`src/rtl/divider_arbiter_pkg.sv`:
```
// -----------------------------------------------------------------------------
// divider_arbiter_pkg
// Shared definitions for the divider arbiter:
//   - arb_state_e : arbiter FSM state encoding (IDLE / ISSUE / WAIT)
//   - STAT_DZ / STAT_TO : bit positions inside a requester's 2-bit status
//   - STATUS_* : complete 2-bit status words written into a response slot
//   - sat_pos / sat_neg : saturated divide-by-zero results for a given width,
//     returned in a MAX_WIDTH container; callers keep the low WIDTH bits.
// -----------------------------------------------------------------------------
package divider_arbiter_pkg;

    typedef enum logic [1:0] {
        ST_IDLE  = 2'd0,
        ST_ISSUE = 2'd1,
        ST_WAIT  = 2'd2
    } arb_state_e;

    localparam int STAT_DZ = 0;
    localparam int STAT_TO = 1;

    localparam logic [1:0] STATUS_OK = 2'b00;
    localparam logic [1:0] STATUS_DZ = 2'(1 << STAT_DZ);
    localparam logic [1:0] STATUS_TO = 2'(1 << STAT_TO);

    // Widest operand the saturation helpers can describe.
    localparam int MAX_WIDTH = 64;

    // Largest positive two's-complement value of 'width' bits (0111...1).
    function automatic logic [MAX_WIDTH-1:0] sat_pos(input int width);
        logic [MAX_WIDTH-1:0] v;
        v = '0;
        for (int b = 0; b < MAX_WIDTH; b++) begin
            if (b < width - 1) begin
                v[b] = 1'b1;
            end
        end
        return v;
    endfunction

    // Most negative two's-complement value of 'width' bits (1000...0).
    function automatic logic [MAX_WIDTH-1:0] sat_neg(input int width);
        logic [MAX_WIDTH-1:0] v;
        v = '0;
        for (int b = 0; b < MAX_WIDTH; b++) begin
            if (b == width - 1) begin
                v[b] = 1'b1;
            end
        end
        return v;
    endfunction

endpackage

```
`src/rtl/divider_arbiter_rr_picker.sv`:
```
// -----------------------------------------------------------------------------
// rr_picker
// Combinational round-robin search: starting at ptr_i and wrapping modulo N,
// find the first set bit of eligible_i.
// Ports:
//   eligible_i    in  N      candidate requesters
//   ptr_i         in  IDX_W  search start index (must be < N)
//   grant_o       out N      one-hot grant (all zero when nothing eligible)
//   grant_idx_o   out IDX_W  index of the granted requester
//   grant_valid_o out 1      at least one requester is eligible
// -----------------------------------------------------------------------------
module rr_picker #(
    parameter int N     = 4,
    parameter int IDX_W = (N > 1) ? $clog2(N) : 1
) (
    input  logic [N-1:0]     eligible_i,
    input  logic [IDX_W-1:0] ptr_i,
    output logic [N-1:0]     grant_o,
    output logic [IDX_W-1:0] grant_idx_o,
    output logic             grant_valid_o
);

    // cand_idx[k] is the requester examined k-th in the search order.
    logic [IDX_W-1:0] cand_idx [N];

    generate
        for (genvar gi = 0; gi < N; gi++) begin : g_cand
            logic [IDX_W:0] sum;
            assign sum = {1'b0, ptr_i} + (IDX_W+1)'(gi);
            assign cand_idx[gi] = (sum >= (IDX_W+1)'(N)) ?
                                  IDX_W'(sum - (IDX_W+1)'(N)) : sum[IDX_W-1:0];
        end
    endgenerate

    // Walk from the farthest candidate back to the nearest so the nearest
    // eligible one is the last (winning) assignment.
    always_comb begin
        grant_o       = '0;
        grant_idx_o   = '0;
        grant_valid_o = 1'b0;
        for (int k = N - 1; k >= 0; k--) begin
            if (eligible_i[cand_idx[k]]) begin
                grant_idx_o   = cand_idx[k];
                grant_valid_o = 1'b1;
            end
        end
        if (grant_valid_o) begin
            grant_o[grant_idx_o] = 1'b1;
        end
    end

endmodule

```
`src/rtl/divider_arbiter.sv`:
```
// -----------------------------------------------------------------------------
// divider_arbiter
// Shares one external iterative divider among NREQ requesters with
// round-robin selection. Divide-by-zero is answered locally with a saturated
// result; a watchdog resets the divider if a divide never completes.
// Ports:
//   clk, rst        clock; synchronous active-low reset
//   req_valid/N/D   per-requester request and operands (slice i*WIDTH)
//   req_ready       one-cycle pulse: operands of that requester captured
//   rsp_valid/ready per-requester held response handshake
//   rsp_data        per-requester result (divider output format)
//   rsp_status      per-requester {timeout, divide-by-zero}
//   div_N/div_D     registered operands to the divider
//   div_in_valid    divider start pulse
//   div_rst         active-high divider reset (high during rst, watchdog pulse)
//   div_ready, div_out_valid, div_out   divider handshake and result
// -----------------------------------------------------------------------------
module divider_arbiter
    import divider_arbiter_pkg::*;
#(
    parameter int NREQ    = 4,
    parameter int WIDTH   = 32,
    parameter int TIMEOUT = 64
) (
    input  logic                  clk,
    input  logic                  rst,
    input  logic [NREQ-1:0]       req_valid,
    input  logic [NREQ*WIDTH-1:0] req_N,
    input  logic [NREQ*WIDTH-1:0] req_D,
    output logic [NREQ-1:0]       req_ready,
    output logic [NREQ-1:0]       rsp_valid,
    input  logic [NREQ-1:0]       rsp_ready,
    output logic [NREQ*WIDTH-1:0] rsp_data,
    output logic [2*NREQ-1:0]     rsp_status,
    output logic [WIDTH-1:0]      div_N,
    output logic [WIDTH-1:0]      div_D,
    output logic                  div_in_valid,
    output logic                  div_rst,
    input  logic                  div_ready,
    input  logic                  div_out_valid,
    input  logic [WIDTH-1:0]      div_out
);

    localparam int PTR_W = (NREQ > 1) ? $clog2(NREQ) : 1;
    localparam int CNT_W = $clog2(TIMEOUT + 1);

    localparam logic [MAX_WIDTH-1:0] SAT_POS_FULL = sat_pos(WIDTH);
    localparam logic [MAX_WIDTH-1:0] SAT_NEG_FULL = sat_neg(WIDTH);
    localparam logic [WIDTH-1:0]     SAT_POS      = SAT_POS_FULL[WIDTH-1:0];
    localparam logic [WIDTH-1:0]     SAT_NEG      = SAT_NEG_FULL[WIDTH-1:0];

    arb_state_e         state_q;
    logic [PTR_W-1:0]   ptr_q;
    logic [PTR_W-1:0]   ptr_d;
    logic [PTR_W-1:0]   owner_q;
    logic [CNT_W-1:0]   wait_cnt_q;
    logic [CNT_W-1:0]   wait_cnt_d;
    logic [NREQ-1:0]    req_ready_q;
    logic [NREQ-1:0]    rsp_valid_q;
    logic [2*NREQ-1:0]  rsp_status_q;
    logic [WIDTH-1:0]   rsp_data_q [NREQ];
    logic [WIDTH-1:0]   div_n_q;
    logic [WIDTH-1:0]   div_d_q;
    logic               div_in_valid_q;
    logic               div_rst_q;

    logic [WIDTH-1:0]   req_n_s [NREQ];
    logic [WIDTH-1:0]   req_d_s [NREQ];
    logic [NREQ-1:0]    eligible;
    logic [NREQ-1:0]    grant;
    logic [PTR_W-1:0]   grant_idx;
    logic               grant_valid;
    logic [WIDTH-1:0]   sel_n;
    logic [WIDTH-1:0]   sel_d;

    generate
        for (genvar gi = 0; gi < NREQ; gi++) begin : g_slot
            assign req_n_s[gi] = req_N[gi*WIDTH +: WIDTH];
            assign req_d_s[gi] = req_D[gi*WIDTH +: WIDTH];
            assign rsp_data[gi*WIDTH +: WIDTH] = rsp_data_q[gi];
        end
    endgenerate

    // A requester whose previous result is still held is not served again.
    assign eligible = req_valid & ~rsp_valid_q;

    rr_picker #(
        .N     (NREQ),
        .IDX_W (PTR_W)
    ) u_picker (
        .eligible_i    (eligible),
        .ptr_i         (ptr_q),
        .grant_o       (grant),
        .grant_idx_o   (grant_idx),
        .grant_valid_o (grant_valid)
    );

    assign sel_n      = req_n_s[grant_idx];
    assign sel_d      = req_d_s[grant_idx];
    assign ptr_d      = (grant_idx == PTR_W'(NREQ - 1)) ? '0 : grant_idx + PTR_W'(1);
    assign wait_cnt_d = wait_cnt_q + CNT_W'(1);

    always_ff @(posedge clk) begin
        if (!rst) begin
            state_q        <= ST_IDLE;
            ptr_q          <= '0;
            owner_q        <= '0;
            wait_cnt_q     <= '0;
            req_ready_q    <= '0;
            rsp_valid_q    <= '0;
            rsp_status_q   <= '0;
            div_n_q        <= '0;
            div_d_q        <= '0;
            div_in_valid_q <= 1'b0;
            div_rst_q      <= 1'b1;
            for (int i = 0; i < NREQ; i++) begin
                rsp_data_q[i] <= '0;
            end
        end else begin
            req_ready_q    <= '0;
            div_in_valid_q <= 1'b0;
            div_rst_q      <= 1'b0;
            // Consumed responses drop; a slot being filled below is always
            // empty, so the set never collides with this clear.
            rsp_valid_q    <= rsp_valid_q & ~rsp_ready;

            case (state_q)
                ST_IDLE: begin
                    if (grant_valid) begin
                        req_ready_q <= grant;
                        ptr_q       <= ptr_d;
                        if (sel_d == '0) begin
                            // Answered locally: the divider would never converge.
                            rsp_data_q[grant_idx]             <= sel_n[WIDTH-1] ? SAT_NEG : SAT_POS;
                            rsp_status_q[2*grant_idx +: 2]    <= STATUS_DZ;
                            rsp_valid_q[grant_idx]            <= 1'b1;
                        end else begin
                            div_n_q <= sel_n;
                            div_d_q <= sel_d;
                            owner_q <= grant_idx;
                            state_q <= ST_ISSUE;
                        end
                    end
                end

                ST_ISSUE: begin
                    if (div_ready) begin
                        div_in_valid_q <= 1'b1;
                        wait_cnt_q     <= '0;
                        state_q        <= ST_WAIT;
                    end
                end

                ST_WAIT: begin
                    // Result takes priority over a watchdog expiring the same cycle.
                    if (div_out_valid) begin
                        rsp_data_q[owner_q]            <= div_out;
                        rsp_status_q[2*owner_q +: 2]   <= STATUS_OK;
                        rsp_valid_q[owner_q]           <= 1'b1;
                        state_q                        <= ST_IDLE;
                    end else if (wait_cnt_d == CNT_W'(TIMEOUT)) begin
                        rsp_data_q[owner_q]            <= '0;
                        rsp_status_q[2*owner_q +: 2]   <= STATUS_TO;
                        rsp_valid_q[owner_q]           <= 1'b1;
                        div_rst_q                      <= 1'b1;
                        state_q                        <= ST_IDLE;
                    end else begin
                        wait_cnt_q <= wait_cnt_d;
                    end
                end

                default: begin
                    state_q <= ST_IDLE;
                end
            endcase
        end
    end

    assign req_ready    = req_ready_q;
    assign rsp_valid    = rsp_valid_q;
    assign rsp_status   = rsp_status_q;
    assign div_N        = div_n_q;
    assign div_D        = div_d_q;
    assign div_in_valid = div_in_valid_q;
    assign div_rst      = div_rst_q;

endmodule
```
`config.mk`:
```
export PLATFORM = sky130hd
export DESIGN_NAME = divider_arbiter
export DESIGN_NICKNAME = d
export VERILOG_FILES = /design/src/rtl/divider_arbiter_pkg.sv /design/src/rtl/divider_arbiter_rr_picker.sv /design/src/rtl/divider_arbiter.sv
export SDC_FILE = /design/constraint.sdc
export NUM_CORES = 1
export LEC_CHECK = 0
export CAP_MARGIN = 20
export CORE_AREA = 2 2 196 198
export CTS_BUF_LIST = sky130_fd_sc_hd__clkbuf_4 sky130_fd_sc_hd__clkbuf_8 sky130_fd_sc_hd__clkbuf_16
export DETAILED_ROUTE_END_ITERATION = 8
export DIE_AREA = 0 0 198 200
export PLACE_DENSITY_LB_ADDON = 0.12
export SLEW_MARGIN = 20
export SYNTH_ARGS = -nofsm -noshare
export SYNTH_HDL_FRONTEND = slang
export SYNTH_HIERARCHICAL = 1
export SYNTH_SLANG_ARGS = --single-unit
```
`constraint.sdc`:
```
create_clock -name clk -period 5.6 [get_ports clk]
set_input_delay 1.12 -clock clk [delete_from_list [all_inputs] [get_ports clk]]
set_output_delay 1.12 -clock clk [all_outputs]
set_load 0.03 [all_outputs]
```
Yosys cells after proc, flatten, opt, wreduce, memory -nomap -nowiden
Memories as Yosys holds them, arrays and structs flattened.
Index checks and enable logic that the tools add are counted.
- add/subtract/negate cells: 11
- bitwise operators: 9
- order comparisons: 13
- shifts and indexed selects: 5
- reduce and logical (&&, ||, !) cells: 15
- eq/ne operators: 11
- muxes and demuxes: 78
- operator list (cell ; number):
    2-to-1 mux 32 bit ; 8
    binary-select mux 32 bit (select 2 bit) ; 2
    variable part select 2 x 34 -> 8 bit (first input constant) ; 3
    negation 3 -> 34 bit ; 2
    variable shift 2 x 34 -> 8 bit (first input constant) ; 2
    OR reduction 32 bit ; 2
    logical NOT 32 bit ; 1
    2-to-1 mux 2 bit ; 16
    2-to-1 mux 8 bit ; 4
    2-to-1 mux 1 bit ; 28
    bitwise mux 8 bit ; 3
    2-to-1 mux 7 bit ; 3
    less-than comparator 2 x 3 -> 1 bit (second input constant) ; 6
    2-to-1 mux 4 bit ; 4
    one-hot mux 8 bit (2 select lines) ; 1
    one-hot mux 7 bit (2 select lines) ; 1
    >= comparator 3 bit (second input constant) ; 4
    inequality test 2 bit (second input constant) ; 6
    AND reduction 4 bit ; 3
    bitwise AND 4 bit ; 2
    binary-select mux 1 bit (select 2 bit) ; 4
    inverter 4 bit ; 2
    bitwise OR 4 bit ; 2
    one-hot mux 4 bit (2 select lines) ; 1
    21 further kinds ; 32
- flip-flop bits (word level): 95
- memories kept: 1
- logic and storage cells: 154
- memory bits (writable): 128
- memory list (name ; depth ; bits a word ; read ports ; clocked after Yosys merged registers in ; wr ports ; line ; source):
    rsp_data_q ; 4 ; 32 ; 4 ; 0 ; 4 ; divider_arbiter.sv:61 ; logic [WIDTH-1:0] rsp_data_q [NREQ];

Logic depth before layout (Yosys ltp)
- depth after elaboration: 22
- depth in mapped cells: 15

Hierarchy
The synthesis kept the hierarchy.
- by module, submodules not included (module ; times used ; area each (um^2) ; seq. area each (um^2) ; cells an instance):
    divider_arbiter ; 1 ; 10004.6 ; 5745.5 ; 872
    rr_picker ; 1 ; 211.5 ; 0.0 ; 33

Worst setup path after synthesis
Ideal clock, no wire load.
- path type: input to register
- start: in req_valid[0]
- end: mem rsp_data_q[0][0] (enable)
- arrival time: 4945 ps
- stages on the path: 15
- path slack: 266 ps
- setup time: 389 ps
- required time: 5211 ps
- cells stage by stage: nor2b_1 > buf_4 > a21boi_1 > o22ai_1 > a31oi_1 > clkbuf_1 > buf_2 > mux4_2 > nor4_1 > nand4_1 > nor3b_2 > buf_2 > a31oi_1 > buf_2 > nand2_1
- RTL lines (item ; line ; source):
    start, declared ; divider_arbiter.sv:27 ; input logic [NREQ-1:0] req_valid,
    end, declared ; divider_arbiter.sv:61 ;

==> summary.md <==
| Metric | Value |
|---|---|
| Worst R2R Path Depth | 13 |
| Arr. time, crit path | 5.02 ns |
| Yosys top cell by area | edfxtp_1 |
| Hold slack | 0.454 ns |
| Iteration-0 DRC Markers | 432 |
| Fin util | 45.2% |
| Placed Cells | 1887 |
| Design area | 16900 um2 |
| Relative slew slack | 43.3% |
| Worst Clk Skew | 0.0140 ns |
| Drt first pass iters | 5 |
| PnR worst setup slack | 0.816 ns |
| Sinks on Clock Net | 223 |
| TritonCTS clock tree | built |
| CP most frequent cell | buf_12 |
| Yosys top cell area share | 37.6% |
| WP buf/inv | 4 |
| Initial core utilization | 27.3% |
| Hpwl dp | 30.9 mm |
| Status | finished clean |
| Vias in the first global route | 9224 |
| Global Route met2 Usage | 37.6% |
| Grt peak-use layer | met2 |
| Finished Layout Cells | 1934 |
| Crit end category | flop |
| CTS Buf Count | 25 |
| Slowest-stage cell, CP | mux4_2 |
| Critical Path, Cell by Cell | clkdlybuf4s50_1 -> nor2b_1 -> a21boi_1 -> o22ai_1 -> a31oi_4 -> buf_12 -> mux4_2 -> nor4_1 -> buf_4 -> nand4_1 -> nor3b_2 -> and3_1 -> o221ai_4 -> nand2_1 -> buf_12 |
| Setup_tns | 0 ns |
| Crit path max-delay family | simple AND/OR/NAND/NOR gates |
| Final Hold Violating Endpoints | 0 |
| WS Path Type | in2reg |
| Worst-margin pin slew | 0.851 ns |
| Crit Path Max Fanout | 35 |
| I/O Pins | 510 |
| DP Worst Slack | 0.152 ns |
| Gr usage total | 19.3% |
| YS warnings | 6 |
| GRT met3 Usage | 5.16% |
| Lkg Pwr | 6.15 nW |
| Count of different cell masters after synthesis | 48 |
| CTS resizes | 0 |
| Area of the mapped netlist | 10200 um2 |
| DRC Markers | 0 |
| Tightest Hold Check Type | reg2reg |
| Vias | 8900 |
| CORE AREA | 37400 um2 |
| Synth cell count leaders | edfxtp_1 (128), nor2_1 (119), dfxtp_1 (95), nand2_1 (90), nand3_1 (71) |
| Final slew viol count | 0 |
| Capture point of the critical path | rsp_data_q[2][26] |
| PwrDens | 294 nW/um2 |
| Largest net degree at the start of global routing | 90 |
| Antenna violations before repair | 1 |
| CTS H-tree depth | 1 |
| Net Count, Synth | 1214 |
| Final setup viols | 0 |
| Clock-pin slew on the worst setup and hold paths | 0.06 ns |
| Final wirelength | 39.5 mm |
| Post-Syn Instances | 905 |
| Vias per cell | 4.60 |
| Highest clock rate | 209 MHz |
| Hold Buf Count CTS | 0 |
| Setup Fix Bufs, Post-CTS | 0 |
| Reg-to-Reg End | rsp_data_q[2][26] |
| Mean Syn Cell Area | 11.3 um2 |
| Nets | 1712 |
| Synth Flop Type | edfxtp_1 |
| Layout Area Growth over Synthesis | 65.3% |
| Minimum clock period | 4.78 ns |
| Antenna viol nets, final | 0 |
| Reg2reg setup slack | 1.41 ns |
| Reg2Reg Launch Point | ptr_q[1] |
| I/O Buffers | 509 |
| Row count | 71 |
| Root buffer cell | clkbuf_16 |
| Unrepaired setup endpoints after global routing | false |
| Placer Congestion | 0.800 |
| Die height | 200 um |
| Post-synth EDFFs | 128 |
| Worst setup SP type | primary input |
| Synth area leaders | edfxtp_1 (38%), dfxtp_1 (19%), mux4_2 (14%) |
| Post-synthesis async set-or-reset flop share | 0% |
| Setup crit start | req_valid[1] |
| Clock buffer depth | 3 |
| Wire length per cell | 20.4 um |
| Final Cycle Share | 85.4% |
| Critical Path RT | 5.84 ns |
| Placed Area | 16100 um2 |
| Final Power | 4.96 mW |
| Levels on crit path | 15 |
| Clk_lat worst skew | 0.54 ns |
| Max_cap viols | 0 |
| Sequential fraction of the synthesis area | 56.2% |
| Most numerous cell in the Yosys netlist | edfxtp_1 |
| Worst VDD drop | 0.000133 V |
| Die ar. | 39600 um2 |
| First-pass GRT wire length | 57.0 mm |
| FF+latch count, synth | 223 |
| Crit-path max cell delay | 0.56 ns |
| Die W | 198 um |
| Share of post-route cells with drive strength above 1 | 10.6% |
| Gr ovfl total | 0 |
| Met1 usage | 20.9% |
[routing by layer]
layer / wire [um] / part of all wire [%]
met1: 14400 / 36
met2: 21600 / 55
met3: 2970 / 7.5
met4: 558 / 1.4
met5: 0 / 0
[sequential cells by signal (all words and copies together), names as in the netlist]
name / flops
rsp_data_q: 128
div_D: 32
div_N: 32
rsp_status: 8
wait_cnt_q: 7
req_ready: 4
rsp_valid: 4
owner_q: 2
ptr_q: 2
state_q: 2
div_in_valid: 1
div_rst: 1
[layout make-up]
type                    count  area, um2
fillers                  3544      20500
flip-flops and latches    223       5750
repair buffers            542       5450
multi-input cells         566       4060
clock buffers              28        648
well taps                 511        639
clock inverters            18        176
inverters                  45        169
diodes                      1       2.50
[layout by cell type (no fill, tap or decap), types with 3 or more instances in the layout]
cell / Yosys / final
dfxtp_1: 95 / 95
nor4_1: 9 / 9
o21ai_0: 68 / 68
and2_1: 4 / 4
o21ai_1: 8 / 7
a21boi_0: 3 / 3
nand3_1: 71 / 71
ha_1: 9 / 9
nor2b_1: 6 / 6
clkinv_2: 0 / 5
mux4_2: 64 / 64
clkinv_1: 0 / 7
and3_1: 7 / 7
inv_1: 45 / 45
nand2b_1: 6 / 6
nand2_1: 90 / 90
mux2i_1: 4 / 4
o31ai_1: 3 / 3
nand3b_1: 5 / 5
nor2_1: 119 / 119
a31oi_1: 6 / 3
clkbuf_16: 0 / 25
nor3_1: 5 / 4
a31oi_4: 0 / 3
a21oi_1: 50 / 50
a221oi_1: 3 / 3
bufinv_16: 0 / 3
clkdlybuf4s50_1: 0 / 508
clkbuf_4: 0 / 3
buf_12: 0 / 9
edfxtp_1: 128 / 128
buf_4: 8 / 24
nand4_1: 3 / 3
[worst min path at each step]
stage / slack, ns / depth (start not counted) / start / to
2_1_floorplan: 0.46 / 1 / wait_cnt_q[5] / wait_cnt_q[5]
3_3_place_gp: 0.44 / 2 / div_D[30] / div_D[30]
3_5_place_dp: 0.45 / 2 / div_N[1] / div_N[1]
4_1_cts: 0.46 / 2 / div_N[1] / div_N[1]
5_1_grt: 0.48 / 2 / div_N[1] / div_N[1]
6_report: 0.45 / 2 / div_N[1] / div_N[1]
[logic make-up (layout without fill, tap and decap cells)]
group	after synthesis	in the layout	synth area share, %
multiplexers	68	68	14.5
flip-flops	223	223	56.2
buffers and inverters	116	633	4.92
AND/OR/NAND/NOR	336	336	14.9
AO/OA/AOI/OAI	153	153	8.34
adder cells (fa/ha/maj)	9	9	1.10
other	0	1	0
[tightest hold or removal path, stage by stage, from the launching register on]
cell and delay, ns:
dfxtp_1 0.31, nand3_1 0.06, o21ai_1 0.05
[report_power, final]
group          internal (mW)  switching, mW
Combinational          0.663          0.711
Sequential              1.85         0.0679
Clock                  0.974          0.692
Total                   3.49           1.47
No activity file was read; power rests on OpenSTA's default activity.
